**src/rtl/vga_sync_decoder_pkg.sv**
```systemverilog
// Shared definitions for the VGA sync decoder: FSM state codes, default
// counter widths and the SVGA 800x600@72 reference geometry.
package vga_sync_decoder_pkg;

  localparam int H_WIDTH_DEF  = 11;
  localparam int V_WIDTH_DEF  = 10;

  // SVGA reference totals (pixels per line, lines per frame)
  localparam int SVGA_H_TOTAL = 1040;
  localparam int SVGA_V_TOTAL = 666;

  typedef logic [1:0] state_t;

  localparam state_t ST_SEARCH = 2'd0;
  localparam state_t ST_TRACK  = 2'd1;
  localparam state_t ST_LOCKED = 2'd2;

endpackage

```
**src/rtl/vga_sync_edge_detect.sv**
```systemverilog
// sync_edge_detect: brings one raw sync into the pixel clock domain through a
// 2-flop synchroniser, applies the active polarity and emits a registered
// one-cycle pulse on the inactive->active transition (3 cycles after the pin).
module sync_edge_detect
  import vga_sync_decoder_pkg::*;
(
  input  logic clk_i,
  input  logic rst_ni,
  input  logic sync_i,
  input  logic pol_low_i,
  output logic synced_o,
  output logic edge_o
);

  logic s1_q, s2_q, act_q, edge_q;
  logic act;

  assign act = s2_q ^ pol_low_i;

  // synchroniser, active-level history and leading-edge pulse
  always_ff @(posedge clk_i or negedge rst_ni) begin
    if (!rst_ni) begin
      s1_q   <= 1'b0;
      s2_q   <= 1'b0;
      act_q  <= 1'b0;
      edge_q <= 1'b0;
    end else begin
      s1_q   <= sync_i;
      s2_q   <= s1_q;
      act_q  <= act;
      edge_q <= act & ~act_q;
    end
  end

  assign synced_o = s2_q;
  assign edge_o   = edge_q;

endmodule

```
**src/rtl/vga_sync_decoder.sv**
```systemverilog
// vga_sync_decoder: measures incoming VGA line/frame lengths, recovers the
// current pixel/line position and flags lock once timing is stable.
// Optional automatic sync polarity detection: VGA_SYNC_POLARITY_DETECT_EN.
module vga_sync_decoder
  import vga_sync_decoder_pkg::*;
#(
  parameter int H_WIDTH           = H_WIDTH_DEF,
  parameter int V_WIDTH           = V_WIDTH_DEF,
  parameter int LOCK_FRAMES       = 2,
  parameter int H_SYNC_ACTIVE_LOW = 0,
  parameter int V_SYNC_ACTIVE_LOW = 0
) (
  input  logic               pixel_clock,
  input  logic               reset,
  input  logic               h_synch_in,
  input  logic               v_synch_in,
  output logic [H_WIDTH-1:0] pixel_count,
  output logic [V_WIDTH-1:0] line_count,
  output logic [H_WIDTH-1:0] h_total,
  output logic [V_WIDTH-1:0] v_total,
  output logic               locked,
  output logic               h_pol_low,
  output logic               v_pol_low,
  output logic               frame_start
);

  localparam logic [H_WIDTH-1:0] H_MAX  = '1;
  localparam logic [V_WIDTH-1:0] V_MAX  = '1;
  localparam logic [H_WIDTH-1:0] H_ONE  = 1;
  localparam logic [V_WIDTH-1:0] V_ONE  = 1;
  localparam logic [3:0]         LOCK_N = 4'(LOCK_FRAMES);

  logic h_pol, v_pol, h_syn, v_syn, h_edge, v_edge, pol_chg;

  sync_edge_detect u_h_sync (
    .clk_i(pixel_clock), .rst_ni(reset), .sync_i(h_synch_in),
    .pol_low_i(h_pol), .synced_o(h_syn), .edge_o(h_edge)
  );

  sync_edge_detect u_v_sync (
    .clk_i(pixel_clock), .rst_ni(reset), .sync_i(v_synch_in),
    .pol_low_i(v_pol), .synced_o(v_syn), .edge_o(v_edge)
  );

`ifdef VGA_SYNC_POLARITY_DETECT_EN
  logic               h_pol_q, v_pol_q, h_pvld_q, v_pvld_q;
  logic [H_WIDTH-1:0] h_hi_q, h_lo_q;
  logic [V_WIDTH-1:0] v_hi_q, v_lo_q;
  logic               h_pol_new, v_pol_new;
  logic               unused_par;

  // shorter phase is the sync pulse; a tie keeps the current decision
  assign h_pol_new = (h_lo_q < h_hi_q) ? 1'b1 : (h_hi_q < h_lo_q) ? 1'b0 : h_pol_q;
  assign v_pol_new = (v_lo_q < v_hi_q) ? 1'b1 : (v_hi_q < v_lo_q) ? 1'b0 : v_pol_q;
  assign pol_chg   = (h_edge & h_pvld_q & (h_pol_new != h_pol_q)) |
                     (v_edge & v_pvld_q & (v_pol_new != v_pol_q));
  assign h_pol      = h_pol_q;
  assign v_pol      = v_pol_q;
  assign unused_par = (H_SYNC_ACTIVE_LOW != 0) ^ (V_SYNC_ACTIVE_LOW != 0);

  // high/low phase counters per period; decision applied at the period end
  always_ff @(posedge pixel_clock or negedge reset) begin
    if (!reset) begin
      h_pol_q  <= 1'b0;
      v_pol_q  <= 1'b0;
      h_pvld_q <= 1'b0;
      v_pvld_q <= 1'b0;
      h_hi_q   <= '0;
      h_lo_q   <= '0;
      v_hi_q   <= '0;
      v_lo_q   <= '0;
    end else begin
      if (h_edge) begin
        h_hi_q   <= h_syn ? H_ONE : '0;
        h_lo_q   <= h_syn ? '0 : H_ONE;
        h_pvld_q <= 1'b1;
        if (h_pvld_q) h_pol_q <= h_pol_new;
      end else begin
        if (h_syn  && h_hi_q != H_MAX) h_hi_q <= h_hi_q + H_ONE;
        if (!h_syn && h_lo_q != H_MAX) h_lo_q <= h_lo_q + H_ONE;
      end
      if (v_edge) begin
        v_hi_q   <= (h_edge && v_syn)  ? V_ONE : '0;
        v_lo_q   <= (h_edge && !v_syn) ? V_ONE : '0;
        v_pvld_q <= 1'b1;
        if (v_pvld_q) v_pol_q <= v_pol_new;
      end else if (h_edge) begin
        if (v_syn  && v_hi_q != V_MAX) v_hi_q <= v_hi_q + V_ONE;
        if (!v_syn && v_lo_q != V_MAX) v_lo_q <= v_lo_q + V_ONE;
      end
    end
  end
`else
  logic unused_syn;

  assign h_pol      = (H_SYNC_ACTIVE_LOW != 0);
  assign v_pol      = (V_SYNC_ACTIVE_LOW != 0);
  assign pol_chg    = 1'b0;
  assign unused_syn = h_syn ^ v_syn;
`endif

  logic [H_WIDTH-1:0] pix_q, pix_d, htot_q, htot_d, h_meas;
  logic [V_WIDTH-1:0] line_q, line_d, vtot_q, vtot_d, v_meas, ref_q, ref_d;
  logic [3:0]         mcnt_q, mcnt_d, mcnt_inc;
  state_t             st_q, st_d;
  logic               ref_vld_q, ref_vld_d, hmis_q, hmis_d, fs_q;
  logic               sat, h_mis_now, frame_ok;

  assign h_meas    = pix_q + H_ONE;
  assign v_meas    = line_q + V_ONE;
  assign mcnt_inc  = mcnt_q + 4'd1;
  assign sat       = (pix_q == H_MAX) | (line_q == V_MAX) | pol_chg;
  assign h_mis_now = h_edge & (htot_q != '0) & (h_meas != htot_q);
  // a frame matches when its length repeats and no line in it changed length
  assign frame_ok  = ref_vld_q & (v_meas == ref_q) & ~hmis_q & ~h_mis_now;

  // position counters, period capture and lock FSM next state
  always_comb begin
    pix_d = pix_q;
    if (h_edge) pix_d = '0;
    else if (pix_q != H_MAX) pix_d = pix_q + H_ONE;

    line_d = line_q;
    if (v_edge) line_d = '0;
    else if (h_edge && line_q != V_MAX) line_d = line_q + V_ONE;

    htot_d    = h_edge ? h_meas : htot_q;
    vtot_d    = v_edge ? v_meas : vtot_q;
    hmis_d    = v_edge ? 1'b0 : (hmis_q | h_mis_now);
    st_d      = st_q;
    mcnt_d    = mcnt_q;
    ref_d     = ref_q;
    ref_vld_d = ref_vld_q;

    case (st_q)
      ST_SEARCH: if (v_edge) begin
        st_d      = ST_TRACK;
        mcnt_d    = '0;
        ref_vld_d = 1'b0;
      end
      ST_TRACK: if (v_edge) begin
        mcnt_d    = frame_ok ? mcnt_inc : '0;
        ref_d     = v_meas;
        ref_vld_d = 1'b1;
        if (frame_ok && mcnt_inc == LOCK_N) st_d = ST_LOCKED;
      end
      ST_LOCKED: begin
        if (v_edge) ref_d = v_meas;
        if (h_mis_now || (v_edge && v_meas != ref_q)) begin
          st_d   = ST_TRACK;
          mcnt_d = '0;
        end
      end
      default: st_d = ST_SEARCH;
    endcase

    // counter overflow or polarity flip invalidates every measurement
    if (sat) begin
      st_d      = ST_SEARCH;
      htot_d    = '0;
      vtot_d    = '0;
      mcnt_d    = '0;
      ref_vld_d = 1'b0;
    end
  end

  // state registers
  always_ff @(posedge pixel_clock or negedge reset) begin
    if (!reset) begin
      pix_q     <= '0;
      line_q    <= '0;
      htot_q    <= '0;
      vtot_q    <= '0;
      ref_q     <= '0;
      ref_vld_q <= 1'b0;
      hmis_q    <= 1'b0;
      mcnt_q    <= '0;
      st_q      <= ST_SEARCH;
      fs_q      <= 1'b0;
    end else begin
      pix_q     <= pix_d;
      line_q    <= line_d;
      htot_q    <= htot_d;
      vtot_q    <= vtot_d;
      ref_q     <= ref_d;
      ref_vld_q <= ref_vld_d;
      hmis_q    <= hmis_d;
      mcnt_q    <= mcnt_d;
      st_q      <= st_d;
      fs_q      <= v_edge;
    end
  end

  assign pixel_count = pix_q;
  assign line_count  = line_q;
  assign h_total     = htot_q;
  assign v_total     = vtot_q;
  assign locked      = (st_q == ST_LOCKED);
  assign h_pol_low   = h_pol;
  assign v_pol_low   = v_pol;
  assign frame_start = fs_q;

endmodule

```
**config.mk**
```make
export PLATFORM = sky130hd
export DESIGN_NAME = vga_sync_decoder
export DESIGN_NICKNAME = d
export VERILOG_FILES = /design/src/rtl/vga_sync_decoder_pkg.sv /design/src/rtl/vga_sync_edge_detect.sv /design/src/rtl/vga_sync_decoder.sv
export SDC_FILE = /design/constraint.sdc
export NUM_CORES = 1
export LEC_CHECK = 0
export CAP_MARGIN = 20
export CORE_MARGIN = 1.5
export CORE_UTILIZATION = 55
export DETAILED_ROUTE_END_ITERATION = 10
export DONT_BUFFER_PORTS = 1
export PLACE_DENSITY = 0.82
export SYNTH_ARGS = -nofsm -noshare
export SYNTH_HDL_FRONTEND = slang
export SYNTH_SLANG_ARGS = --single-unit
```
**constraint.sdc**
```tcl
create_clock -name pixel_clock -period 2.7 [get_ports pixel_clock]
set_input_delay 0.54 -clock pixel_clock [delete_from_list [all_inputs] [get_ports pixel_clock]]
set_output_delay 0.54 -clock pixel_clock [all_outputs]
set_load 0.05 [all_outputs]
```
==> Word-level counts from Yosys, hierarchy flattened <==
Cells that the tools add are included.
W data, S select, Z words.
{ "op_classes": {"add_sub_neg": 3, "eq_ne": 14, "mux": 25, "bitwise_logic": 13, "reduce_logical": 17} }
{ "ops": {"columns": ["operator", "count"], "rows": [
  ["$mux W11", 4],
  ["$mux W10", 4],
  ["$mux W4", 5],
  ["$pmux W4 S3", 1],
  ["$add A11 B1 Y11 const B", 1],
  ["$eq A11 B11 Y1 const B", 1],
  ["$ne A11 B11 Y1", 1],
  ["$ne A11 B11 Y1 const B", 1],
  ["$reduce_bool A11 Y1", 1],
  ["$add A10 B1 Y10 const B", 1],
  ["$eq A10 B10 Y1", 1],
  ["$eq A10 B10 Y1 const B", 1],
  ["$mux W2", 5],
  ["$ne A10 B10 Y1", 1],
  ["$ne A10 B10 Y1 const B", 1],
  ["$reduce_and A4 Y1", 2],
  ["$reduce_bool A2 Y1", 4],
  ["$and A1 B1 Y1", 7],
  ["$ne A3 B2 Y1 const B", 2],
  ["$pmux W2 S3", 1],
  ["$add A4 B1 Y4 const B", 1],
  ["$eq A4 B2 Y1 const B", 1],
  ["$mux W1", 4],
  ["$not A1 Y1", 4],
  ["14 further kinds", 17]
]} }
{ "word_totals": {"register_bits": 69, "inputBits": 4, "output_inout_bits": 46, "wordCells": 90} }

==> Depth between registers and ports, before layout <==
Gate-level depths: netlist of run 1.
{ "logic_depth": {"word_depth": 10, "mapped_depth": 10} }

==> Modules after synthesis <==
A second synthesis of run 1 with hierarchy kept.
{ "hier_totals": {"hier_cells": 425, "area_unflattened_um2": 4085.2} }
{ "by_module_without_submodules": {"columns": ["module", "instances", "cells_per_inst", "area_per_inst_um2", "seq_area_each_um2"], "rows": [
  ["vga_sync_decoder", 1, 413, 3849.9, 1526.5],
  ["sync_edge_detect", 2, 6, 117.6, 100.1]
]} }

==> Worst setup path before layout of run 1 <==
OpenSTA, ideal clock, no wires.
{ "synth_path": {"path_type": "register to register", "from": "register line_q[0] (netlist: line_count[0])", "to": "register st_q[0]", "t_arrival_ns": 2.898, "t_required_ns": 2.597, "slack_ns": -0.301, "path_stages_with_launch": 10, "period_less_slack_ns": 3.001, "cell_sequence": "dfrtp_1 > ha_1 > nand3_1 > nor2_4 > xnor3_1 > a311o_1 > or3_4 > o41ai_4 > nand2_2 > o41ai_2"} }
{ "synth_between": {"elab_chain_cells": 8, "word_cells_on_any_way": 17, "cone_classes": "add/sub: 1; eq/ne: 7; mux: 1; bitwise: 4; reduce/logical: 4"} }
{ "synth_lines": {"columns": ["item", "line", "source"], "rows": [
  ["from (decl)", "vga_sync_decoder.sv:103", "logic [V_WIDTH-1:0] line_q, line_d, vtot_q, vtot_d, v_meas, ref_q, ref_d;"],
  ["from (signal assigned)", "vga_sync_decoder.sv:182", "line_q <= line_d;"],
  ["$add A10 B1 Y10", "vga_sync_decoder.sv:110", "assign v_meas = line_q + V_ONE;"],
  ["$eq A10 B10 Y1", "vga_sync_decoder.sv:115", "assign frame_ok = ref_vld_q & (v_meas == ref_q) & ~hmis_q & ~h_mis_now;"],
  ["$and A1 B1 Y1 (3 in a row)", "vga_sync_decoder.sv:115", null],
  ["$logic_and A1 B1 Y1", "vga_sync_decoder.sv:145", "if (frame_ok && mcnt_inc == LOCK_N) st_d = ST_LOCKED;"],
  ["$ne A3 B3 Y1 (no line)", null, null],
  ["$reduce_and A4 Y1 (no line)", null, null],
  ["to (signal assigned)", "vga_sync_decoder.sv:189", "st_q <= st_d;"],
  ["to (decl)", "vga_sync_decoder.sv:105", "state_t st_q, st_d;"]
]} }
Several ways; a longest one is shown, not always the timed one.
A chain may end at the register's enable or synchronous reset.

==> Final worst setup path of run 1 <==
Same ends and word-level chain as after synthesis.

==> results of run 1 <==
registers in the layout (all words and copies together), names as in the netlist, 2 cells and up:
register / flops
line_count: 10
v_total: 10
pixel_count: 11
st_q: 2
ref_q: 10
h_total: 11
mcnt_q: 4
final timing paths:
kind / start / end / cells after the start
max: line_count[0]$_DFFE_PN0P_ / st_q[0]$_DFFE_PN0P_ / 10
min: reset / pixel_count[6]$_DFFE_PN0P_ / 1
max reg2reg: line_count[0]$_DFFE_PN0P_ / st_q[0]$_DFFE_PN0P_ / 10
min reg2reg: u_v_sync.s1_q$_DFF_PN0_ / u_v_sync.synced_o$_DFF_PN0_ / 0
max in group asynchronous: reset / line_count[7]$_DFFE_PN0P_ / 1
min in group pixel_clock: h_synch_in / u_h_sync.s1_q$_DFF_PN0_ / 0
per-stage QoR:
step                      hold WS, ns  setup TNS (ns)
after global placement         0.2467               0
after detailed placement       0.2460               0
after floorplan                0.2444               0
after global routing          0.08209         -0.1554
final                         0.06691               0
after CTS                     0.07493        -0.05145
layout by cell type, fill, tap and decap left out, types with 3 or more instances in the layout:
master,instances
clkbuf_8,10
a211oi_1,16
dfrtp_1,56
xor2_1,16
and2_1,4
and3_4,3
buf_4,53
a21oi_1,20
nor2_1,52
xnor3_1,5
o2111ai_1,3
nand4_1,3
inv_1,14
nor2b_1,4
ha_1,7
and4_1,3
o211ai_1,4
nand2_1,17
mux2i_1,7
nand3_1,13
xnor2_1,22
dfrtp_2,12
and3_1,3
o21ai_0,7
per-layer routing:
layer  GRT usage, %  wire length, um
met5              0                0
met4          8.065              138
met3          6.160              690
met1          34.66             3777
met2          42.59             4638
power groups by stage:
| stage | Clock, uW | Combinational [uW] | Sequential [uW] |
|---|---|---|---|
| finish | 962 | 1460 | 1550 |
| global route | 1010 | 1560 | 1570 |
| CTS | 956 | 1350 | 1530 |
| detailed placement | 0 | 1290 | 1540 |
| global placement | 0 | 1240 | 1530 |
| floorplan | 0 | 758 | 1740 |
cells by family (layout without fill, tap and decap cells):
logic type / after synthesis / count (layout) / share of synthesized area [%]
AO/OA/AOI/OAI: 72 / 72 / 13.84
XOR/XNOR: 47 / 47 / 13.24
adder cells (fa/ha/maj): 8 / 8 / 2.674
buffers and inverters: 35 / 85 / 3.777
flip-flops: 69 / 69 / 46.12
multiplexers: 9 / 9 / 2.473
other: 1 / 2 / 0.1002
AND/OR/NAND/NOR: 129 / 129 / 17.78
cells in the mapped netlist, types with 5 or more instances:
| cell | n |
|---|---|
| xor2_1 | 18 |
| a211oi_1 | 16 |
| nor2_1 | 52 |
| dfrtp_1 | 69 |
| inv_1 | 14 |
| a21oi_1 | 20 |
| nand2_1 | 17 |
| nand3_1 | 15 |
| ha_1 | 8 |
| mux2i_1 | 7 |
| xnor2_1 | 23 |
| o21ai_0 | 9 |
| and3_1 | 6 |
| clkbuf_1 | 17 |
| xnor3_1 | 5 |
what timing repair did:
item | in CTS | in global routing
endpoints found under the hold margin | 69 | 0
setup buffers | 4 | 5
endpoints found under the setup margin | 1 | 6
pin swaps | 6 | 10
resized for setup | 5 | 21
cloned | 0 | 0
hold buffers | 1 | 0
cell type report:
cell class,instances,area share (%)
Sequential cell,69,38.30
Timing Repair Buffer,55,9.665
Multi-Input combinational cell,267,43.88
Clock buffer,11,3.103
Tap cell,77,2.114
Clock inverter,5,1.785
Inverter,14,1.153
==> flow_metrics.py, run 1 <==
metrics = {
    "logic_synthesis": {
        "synth_top_area_share_pct": 46.12,
        "async_reset_ff_share_pct": 100.0,
        "syn_area_per_cell_um2": 10.12,
        "yosysSeqAreaShare_pct": 46.12,
        "synth_seq_cells": 69,
        "netlist_instances": 370,
        "synthTopCellsByArea": "dfrtp_1 (46%), xnor2_1 (5.4%), nor2_1 (5.2%)",
        "ys_types": 57,
        "synth_top_cell_by_area": "dfrtp_1",
        "synth-warning-count": 0,
        "synth_edf_count": 0,
        "synth_area_mm2": 0.003744,
        "yosys_most_used_dff": "dfrtp_1",
    },
    "placement": {
        "port_buffers": 0,
        "placed_cells": 472,
        "gp_congestion": 0.8548,
        "pre_cts_slack_ns": 0.01779,
        "dpl_cell_area_mm2": 0.004125,
        "dp_hpwl_um": 5998,
    },
    "cells_and_area": {
        "fin_cells": 498,
        "postLayoutCellArea_mm2": 0.004557,
        "layout-drive-gt1-share_pct": 26.13,
        "n_fill_cell": 435,
        "nets": 428,
        "n_antenna_cell": 0,
        "multiInputGateArea_mm2": 0.001999,
        "fin_util_pct": 70.55,
        "synthToLayoutAreaGrowth_pct": 21.72,
        "regArea_mm2": 0.001745,
    },
    "floorplanning": {
        "die_w_um": 85.50,
        "dieArea_mm2": 0.007310,
        "core_mm2": 0.006459,
        "boundaryPins": 50,
        "start_util_pct": 57.96,
        "num_rows": 29,
        "dieHeight_um": 85.50,
    },
    "sta": {
        "layout_setup_ws_ns": 0.01820,
        "worst_clock_skew_ns": 0.01379,
        "setup_viol": 0,
        "rsz0062_at_grt": "yes",
        "slew_headroom_pct": 59.94,
        "worstMarginPinSlew_ns": 0.6009,
        "period_share_pct": 99.33,
        "finalHoldViolations": 0,
        "fmax_mhz": 372.9,
        "drv_slew": 0,
        "final.min_clock_period_ns": 2.682,
    },
    "worst_setup_path": {
        "end_kind": "register",
        "cp_slowest_stage_delay_ns": 0.52,
        "cp_num_buf_inv": 1,
        "worst_ep_arrival_time_ns": 2.90,
        "worstPathMaxFanout": 5,
        "crit_path_start_kind": "register",
        "crit_type": "register to register",
        "critPathTopFamily": "simple AND/OR/NAND/NOR gates",
        "rrSetupSlack_ns": 0.02,
        "cp_cell_sequence": "ha_4 -> xnor2_4 -> xor2_1 -> and3_1 -> nand4b_1 -> or3_4 -> o41ai_4 -> buf_4 -> a211o_1 -> o41ai_2",
        "slowest_stage": "dfrtp_4",
        "required_ns": 2.92,
    },
    "drt": {
        "via_per_inst": 6.143,
        "routed_wl_um": 9244,
        "num_vias": 3059,
        "drt_iter0_markers": 253,
        "firstDrtPassIters": 8,
        "ant_nets": 0,
        "drc": 3,
        "wl_per_cell_um": 18.56,
    },
    "global_routing": {
        "grt_pass1_wl_um": 14810,
        "overflow": 0,
        "grtUsageTotal_pct": 26.02,
        "grt_max_degree": 70,
        "antenna_found_initial": 0,
        "grt_pass1_vias": 2998,
    },
    "clock_network": {
        "cts_buffer_depth": 2,
        "clock-root-buffer": "clkbuf_8",
        "cts_sinks": 69,
        "cts_made_buffers": 9,
        "clk_pin_slew_ns": 0.08,
        "insertion_delay_ns": 0.35,
        "cts_tree": "done",
        "htreeDepth": 3,
    },
    "pwr": {
        "pwr_density_cell_mw_per_mm2": 870.7,
        "power.switching_uw": 1584,
        "vdd_ir_drop_max_uv": 740.9,
        "combPwrFrac_pct": 36.8,
        "pwr-share-seq_pct": 39.0,
        "power_frac_clock_pct": 24.2,
        "switching_share_pct": 39.93,
        "internal_power_uw": 2383,
        "power_uw": 3968,
        "cellLeakagePower_uw": 0.001960,
    },
    "job": {
        "drv_cap": 0,
    },
    "outcome": {
        "failed_checks": "DRC",
        "status": "finished, violations left",
    },
    "worst_hold_path": {
        "hold_class": "input pin to asynchronous set/reset pin",
    },
}
Note: power is estimated with default switching activity, not from simulation.
==> run 2: changes to the inputs <==
Settings changed: PLACE_DENSITY 0.82 to 0.84.
==> flow_metrics.py, run 2 (same netlist as run 1, synthesis figures left out) <==
metrics = {
    "cells_and_area": {
        "nets": 445,
        "layout.cells.most_common": "buf_4",
        "final_cell_mix": "buf_4 (68), dfrtp_1 (59), nor2_1 (52), xnor2_1 (22), a21oi_1 (20)",
        "n_antenna_cell": 0,
        "n_fill_cell": 398,
        "layout-drive-gt1-share_pct": 29.00,
        "synthToLayoutAreaGrowth_pct": 24.93,
        "fin_cells": 515,
    },
    "pwr": {
        "pwr_density_cell_mw_per_mm2": 885.3,
        "power.switching_uw": 1725,
        "vdd_ir_drop_max_uv": 711.4,
        "cellLeakagePower_uw": 0.002042,
        "combPwrFrac_pct": 41.4,
        "switching_share_pct": 41.65,
        "power_uw": 4141,
        "internal_power_uw": 2416,
        "power_frac_clock_pct": 20.9,
        "pwr-share-seq_pct": 37.7,
    },
    "clock_network": {
        "clock-root-buffer": "clkbuf_8",
        "insertion_delay_ns": 0.36,
        "htreeDepth": 3,
        "cts_sinks": 69,
        "clk_pin_slew_ns": 0.08,
        "cts_buffer_depth": 2,
        "cts_made_buffers": 9,
        "cts_tree": "done",
    },
    "global_routing": {
        "overflow": 0,
        "grt_pass1_vias": 3197,
        "grt_max_degree": 70,
        "grt_pass1_wl_um": 15890,
        "antenna_found_initial": 0,
        "grtUsageTotal_pct": 28.36,
    },
    "worst_setup_path": {
        "required_ns": 2.97,
        "crit_type": "register to register",
        "cp_common_cell": "buf_4",
        "slowest_stage": "dfrtp_4",
        "worstPathMaxFanout": 5,
        "crit_path_start_kind": "register",
        "end_kind": "register",
        "cp_slowest_stage_delay_ns": 0.50,
        "worst_ep_arrival_time_ns": 3.05,
        "cp_cell_sequence": "ha_4 -> xnor2_4 -> xor2_2 -> buf_4 -> buf_4 -> buf_4 -> buf_4 -> buf_4 -> buf_4 -> nand4_1 -> a21oi_1 -> o2111ai_1 -> nor4_2 -> o21ai_0 -> o21ai_0",
    },
    "sta": {
        "layout_setup_ws_ns": -0.07778,
        "drv_slew": 0,
        "worst_clock_skew_ns": 0.009932,
        "fmax_mhz": 360.0,
        "final.min_clock_period_ns": 2.778,
        "setup_viol": 4,
        "setup_tns_ns": -0.1737,
        "rsz0062_at_grt": "yes",
        "slew_headroom_pct": 51.35,
        "whs_ns": 0.06827,
        "worstMarginPinSlew_ns": 0.7298,
        "period_share_pct": 102.9,
        "finalHoldViolations": 0,
    },
    "drt": {
        "wl_per_cell_um": 21.08,
        "via_per_inst": 6.518,
        "drc": 2,
        "ant_nets": 0,
        "routed_wl_um": 10860,
        "drt_iter0_markers": 403,
        "firstDrtPassIters": 8,
        "num_vias": 3357,
    },
    "placement": {
        "port_buffers": 0,
        "placed_cells": 472,
        "dp_hpwl_um": 5997,
        "gp_congestion": 0.9650,
    },
    "floorplanning": {
        "dieArea_mm2": 0.007310,
        "num_rows": 29,
        "start_util_pct": 57.96,
        "die_w_um": 85.50,
        "dieHeight_um": 85.50,
        "core_mm2": 0.006459,
        "boundaryPins": 50,
    },
    "job": {
        "drv_cap": 0,
    },
    "outcome": {
        "status": "finished, violations left",
        "failed_checks": "DRC, setup timing",
    },
    "worst_hold_path": {
        "hold_class": "input pin to asynchronous set/reset pin",
    },
}
-- run 2: critical path, delay by kind of cell (launching register included) --
kind / cells / cell delay [ns]
buffers and inverters: 6 / 0.61
flip-flops: 1 / 0.50
AND/OR/NAND/NOR: 2 / 0.35
AO/OA/AOI/OAI: 4 / 0.62
XOR/XNOR: 2 / 0.39
adder cells (fa/ha/maj): 1 / 0.21
-- run 2: layer usage --
metal  share of wire (%)  global-route usage, %
met2                  48                  43.88
met1                  37                  36.18
met5                   0                      0
met3                 8.1                  6.064
met4                 6.3                  18.77
-- run 2: final cells by class --
type                    count  area [um^2]  area share (%)
clock inverters             6        62.56           1.338
inverters                  14        52.55           1.124
clock buffers              10        137.6           2.943
multi-input cells         267         2006           42.88
well taps                  77        96.34           2.060
repair buffers             72        580.6           12.41
flip-flops and latches     69         1742           37.24
-- run 2: metrics by stage --
stage | utilization [%] | cell area (um^2) | setup slack (ns)
2_1_floorplan | - | 3786 | 0.01860
3_3_place_gp | 64.06 | 4138 | 0.1201
3_5_place_dp | 64.06 | 4138 | -0.05612
4_1_cts | 70.32 | 4542 | -0.03734
5_1_grt | 72.41 | 4677 | -0.2506
6_report | 72.41 | 4677 | -0.07778
-- run 2: power by group through the flow --
stage / Sequential (uW) / Clock [uW] / Combinational, uW
after floorplan: 1740 / 0 / 758
after global placement: 1530 / 0 / 1230
after detailed placement: 1540 / 0 / 1290
after CTS: 1530 / 859 / 1510
after global routing: 1580 / 906 / 1800
final: 1560 / 865 / 1720
-- run 2: repair_timing --
item,in CTS,in global routing
pin swaps,6,8
buffers inserted,17,9
gates resized for setup,8,17
endpoints found under the hold margin,69,0
hold buffers,1,0
setup endpoints to repair,1,6
-- run 2: worst paths after layout --
path	start	endpoint	slack [ns]	cells past startpoint
setup reg to reg	line_count[0]$_DFFE_PN0P_	mcnt_q[2]$_DFFE_PN0P_	-0.08	15
max in group asynchronous	reset	line_count[0]$_DFFE_PN0P_	2.34	1
min in group pixel_clock	h_synch_in	u_h_sync.s1_q$_DFF_PN0_	0.21	0
hold / removal	reset	pixel_count[6]$_DFFE_PN0P_	0.07	1
hold reg to reg	u_h_sync.s1_q$_DFF_PN0_	u_h_sync.synced_o$_DFF_PN0_	0.35	0
setup / recovery	line_count[0]$_DFFE_PN0P_	mcnt_q[2]$_DFFE_PN0P_	-0.08	15
==> run 3: changes to the inputs <==
Settings changed: CORE_UTILIZATION 55 to 44, PLACE_DENSITY 0.84 to 0.72.
==> flow_metrics.py, run 3 (same netlist as run 1, synthesis figures left out) <==
metrics = {
    "pwr": {
        "switching_share_pct": 38.26,
        "vdd_ir_drop_max_uv": 639.2,
        "power.switching_uw": 1529,
        "combPwrFrac_pct": 35.8,
        "power_uw": 3996,
        "pwr_density_cell_mw_per_mm2": 865.7,
        "internal_power_uw": 2467,
        "pwr-share-seq_pct": 38.5,
        "power_frac_clock_pct": 25.7,
        "cellLeakagePower_uw": 0.001980,
    },
    "cells_and_area": {
        "synthToLayoutAreaGrowth_pct": 23.30,
        "layout.cells.most_common": "dfrtp_1",
        "final_cell_mix": "dfrtp_1 (57), buf_4 (53), nor2_1 (52), xnor2_1 (22), a21oi_1 (20)",
        "n_fill_cell": 667,
        "nets": 429,
        "layout-drive-gt1-share_pct": 25.83,
        "fin_util_pct": 56.17,
        "n_antenna_cell": 0,
    },
    "global_routing": {
        "grtUsageTotal_pct": 19.87,
        "grt_pass1_wl_um": 13810,
        "grt_pass1_vias": 2812,
        "antenna_found_initial": 0,
        "grt_max_degree": 70,
        "overflow": 0,
    },
    "job": {
        "drv_cap": 0,
    },
    "sta": {
        "whs_ns": 0.07268,
        "drv_slew": 0,
        "setup_viol": 1,
        "period_share_pct": 102.4,
        "finalHoldViolations": 0,
        "slew_headroom_pct": 57.78,
        "layout_setup_ws_ns": -0.06537,
        "worst_clock_skew_ns": 0.009509,
        "rsz0062_at_grt": "yes",
        "final.min_clock_period_ns": 2.765,
        "worstMarginPinSlew_ns": 0.6334,
        "fmax_mhz": 361.6,
        "setup_tns_ns": -0.06537,
    },
    "clock_network": {
        "cts_buffer_depth": 2,
        "cts_tree": "done",
        "htreeDepth": 3,
        "insertion_delay_ns": 0.35,
        "cts_sinks": 69,
        "cts_made_buffers": 9,
        "clk_pin_slew_ns": 0.07,
        "clock-root-buffer": "clkbuf_8",
    },
    "worst_setup_path": {
        "reg2reg_to": "st_q[0]$_DFFE_PN0P_",
        "worstPathMaxFanout": 4,
        "cp_cell_sequence": "ha_4 -> and3_4 -> nand4_1 -> xnor2_1 -> o211ai_1 -> o31a_2 -> buf_4 -> o32a_1 -> a211o_1 -> o41ai_2",
        "r2r-start": "pixel_count[1]$_DFFE_PN0P_",
        "crit_path_start_kind": "register",
        "worst_ep_arrival_time_ns": 3.00,
        "reg2reg_depth": 10,
        "required_ns": 2.94,
        "crit_type": "register to register",
        "rrSetupSlack_ns": -0.07,
        "end_kind": "register",
        "slowest_stage": "dfrtp_2",
        "cp_slowest_stage_delay_ns": 0.41,
    },
    "drt": {
        "wl_per_cell_um": 16.25,
        "via_per_inst": 5.581,
        "ant_nets": 0,
        "routed_wl_um": 8566,
        "drt_iter0_markers": 261,
        "top_layer": "met4",
        "m1WireLength_um": 3836,
        "num_vias": 2941,
        "met3_length_um": 410,
        "drc": 0,
        "firstDrtPassIters": 5,
        "wl_met2_um": 4091,
    },
    "floorplanning": {
        "die_w_um": 95.24,
        "core_mm2": 0.008217,
        "start_util_pct": 45.56,
        "boundaryPins": 50,
        "dieHeight_um": 95.24,
        "num_rows": 33,
        "dieArea_mm2": 0.009071,
    },
    "placement": {
        "dp_hpwl_um": 6023,
        "port_buffers": 0,
        "gp_congestion": 0.8418,
    },
    "outcome": {
        "status": "finished, violations left",
        "failed_checks": "setup timing",
    },
    "worst_hold_path": {
        "hold_class": "input pin to asynchronous set/reset pin",
    },
}
-- run 3: what timing repair did --
action / 4_1_cts / 5_1_grt
resized for setup: 2 / 20
hold buffers: 1 / 0
endpoints found under the setup margin: 1 / 6
hold endpoints to repair: 69 / 0
setup buffers: 2 / 8
pin swaps: 6 / 13
-- run 3: routing by layer --
| layer | global-route usage [%] | vias to the layer above |
|---|---|---|
| met5 | 0 | - |
| met4 | 9.080 | 0 |
| met3 | 3.987 | 16 |
| met2 | 30.44 | 85 |
| met1 | 27.08 | 1450 |
| li1 | - | 1390 |
-- run 3: cell type report --
cell class | count | area [um^2] | share of cell area (%)
Tap cell | 105 | 131.4 | 2.846
Sequential cell | 69 | 1744 | 37.79
Timing Repair Buffer | 56 | 456.7 | 9.894
Clock buffer | 9 | 123.9 | 2.684
Multi-Input combinational cell | 267 | 1986 | 43.02
Inverter | 14 | 52.55 | 1.139
Clock inverter | 7 | 121.4 | 2.629
-- run 3: worst max path at each step --
stage	startpoint	to	slack, ns	cells past startpoint
finish	pixel_count[1]$_DFFE_PN0P_	st_q[0]$_DFFE_PN0P_	-0.07	10
global route	pixel_count[0]$_DFFE_PN0P_	st_q[0]$_DFFE_PN0P_	-0.19	10
CTS	line_count[0]$_DFFE_PN0P_	st_q[0]$_DFFE_PN0P_	0.006	9
detailed placement	pixel_count[0]$_DFFE_PN0P_	st_q[0]$_DFFE_PN0P_	0.004	9
global placement	pixel_count[0]$_DFFE_PN0P_	st_q[0]$_DFFE_PN0P_	0.11	8
floorplan	pixel_count[0]$_DFFE_PN0P_	st_q[0]$_DFFE_PN0P_	0.02	9
-- run 3: stage by stage --
stage | worst slack, ns | cell area (um^2) | std cells
floorplan | 0.01860 | 3786 | 371
global placement | 0.1072 | 4168 | 501
detailed placement | 0.004341 | 4168 | 501
CTS | 0.006066 | 4457 | 519
global route | -0.1854 | 4616 | 527
finish | -0.06537 | 4616 | 527
-- run 3: power by group through the flow --
stage | registers [uW] | logic [uW] | clock network, uW
floorplan | 1740 | 758 | 0
detailed placement | 1550 | 1270 | 0
global placement | 1530 | 1240 | 0
CTS | 1530 | 1320 | 1040
finish | 1540 | 1430 | 1030
global route | 1570 | 1560 | 1080
-- run 3: worst max-delay path, delay by kind of cell (launching register included) --
kind / cells / cell delay [ns]
compound gates: 5 / 1.29
fa+ha+maj: 1 / 0.15
xor+xnor: 1 / 0.24
buf+inv: 1 / 0.17
simple gates: 2 / 0.39
flops: 1 / 0.41
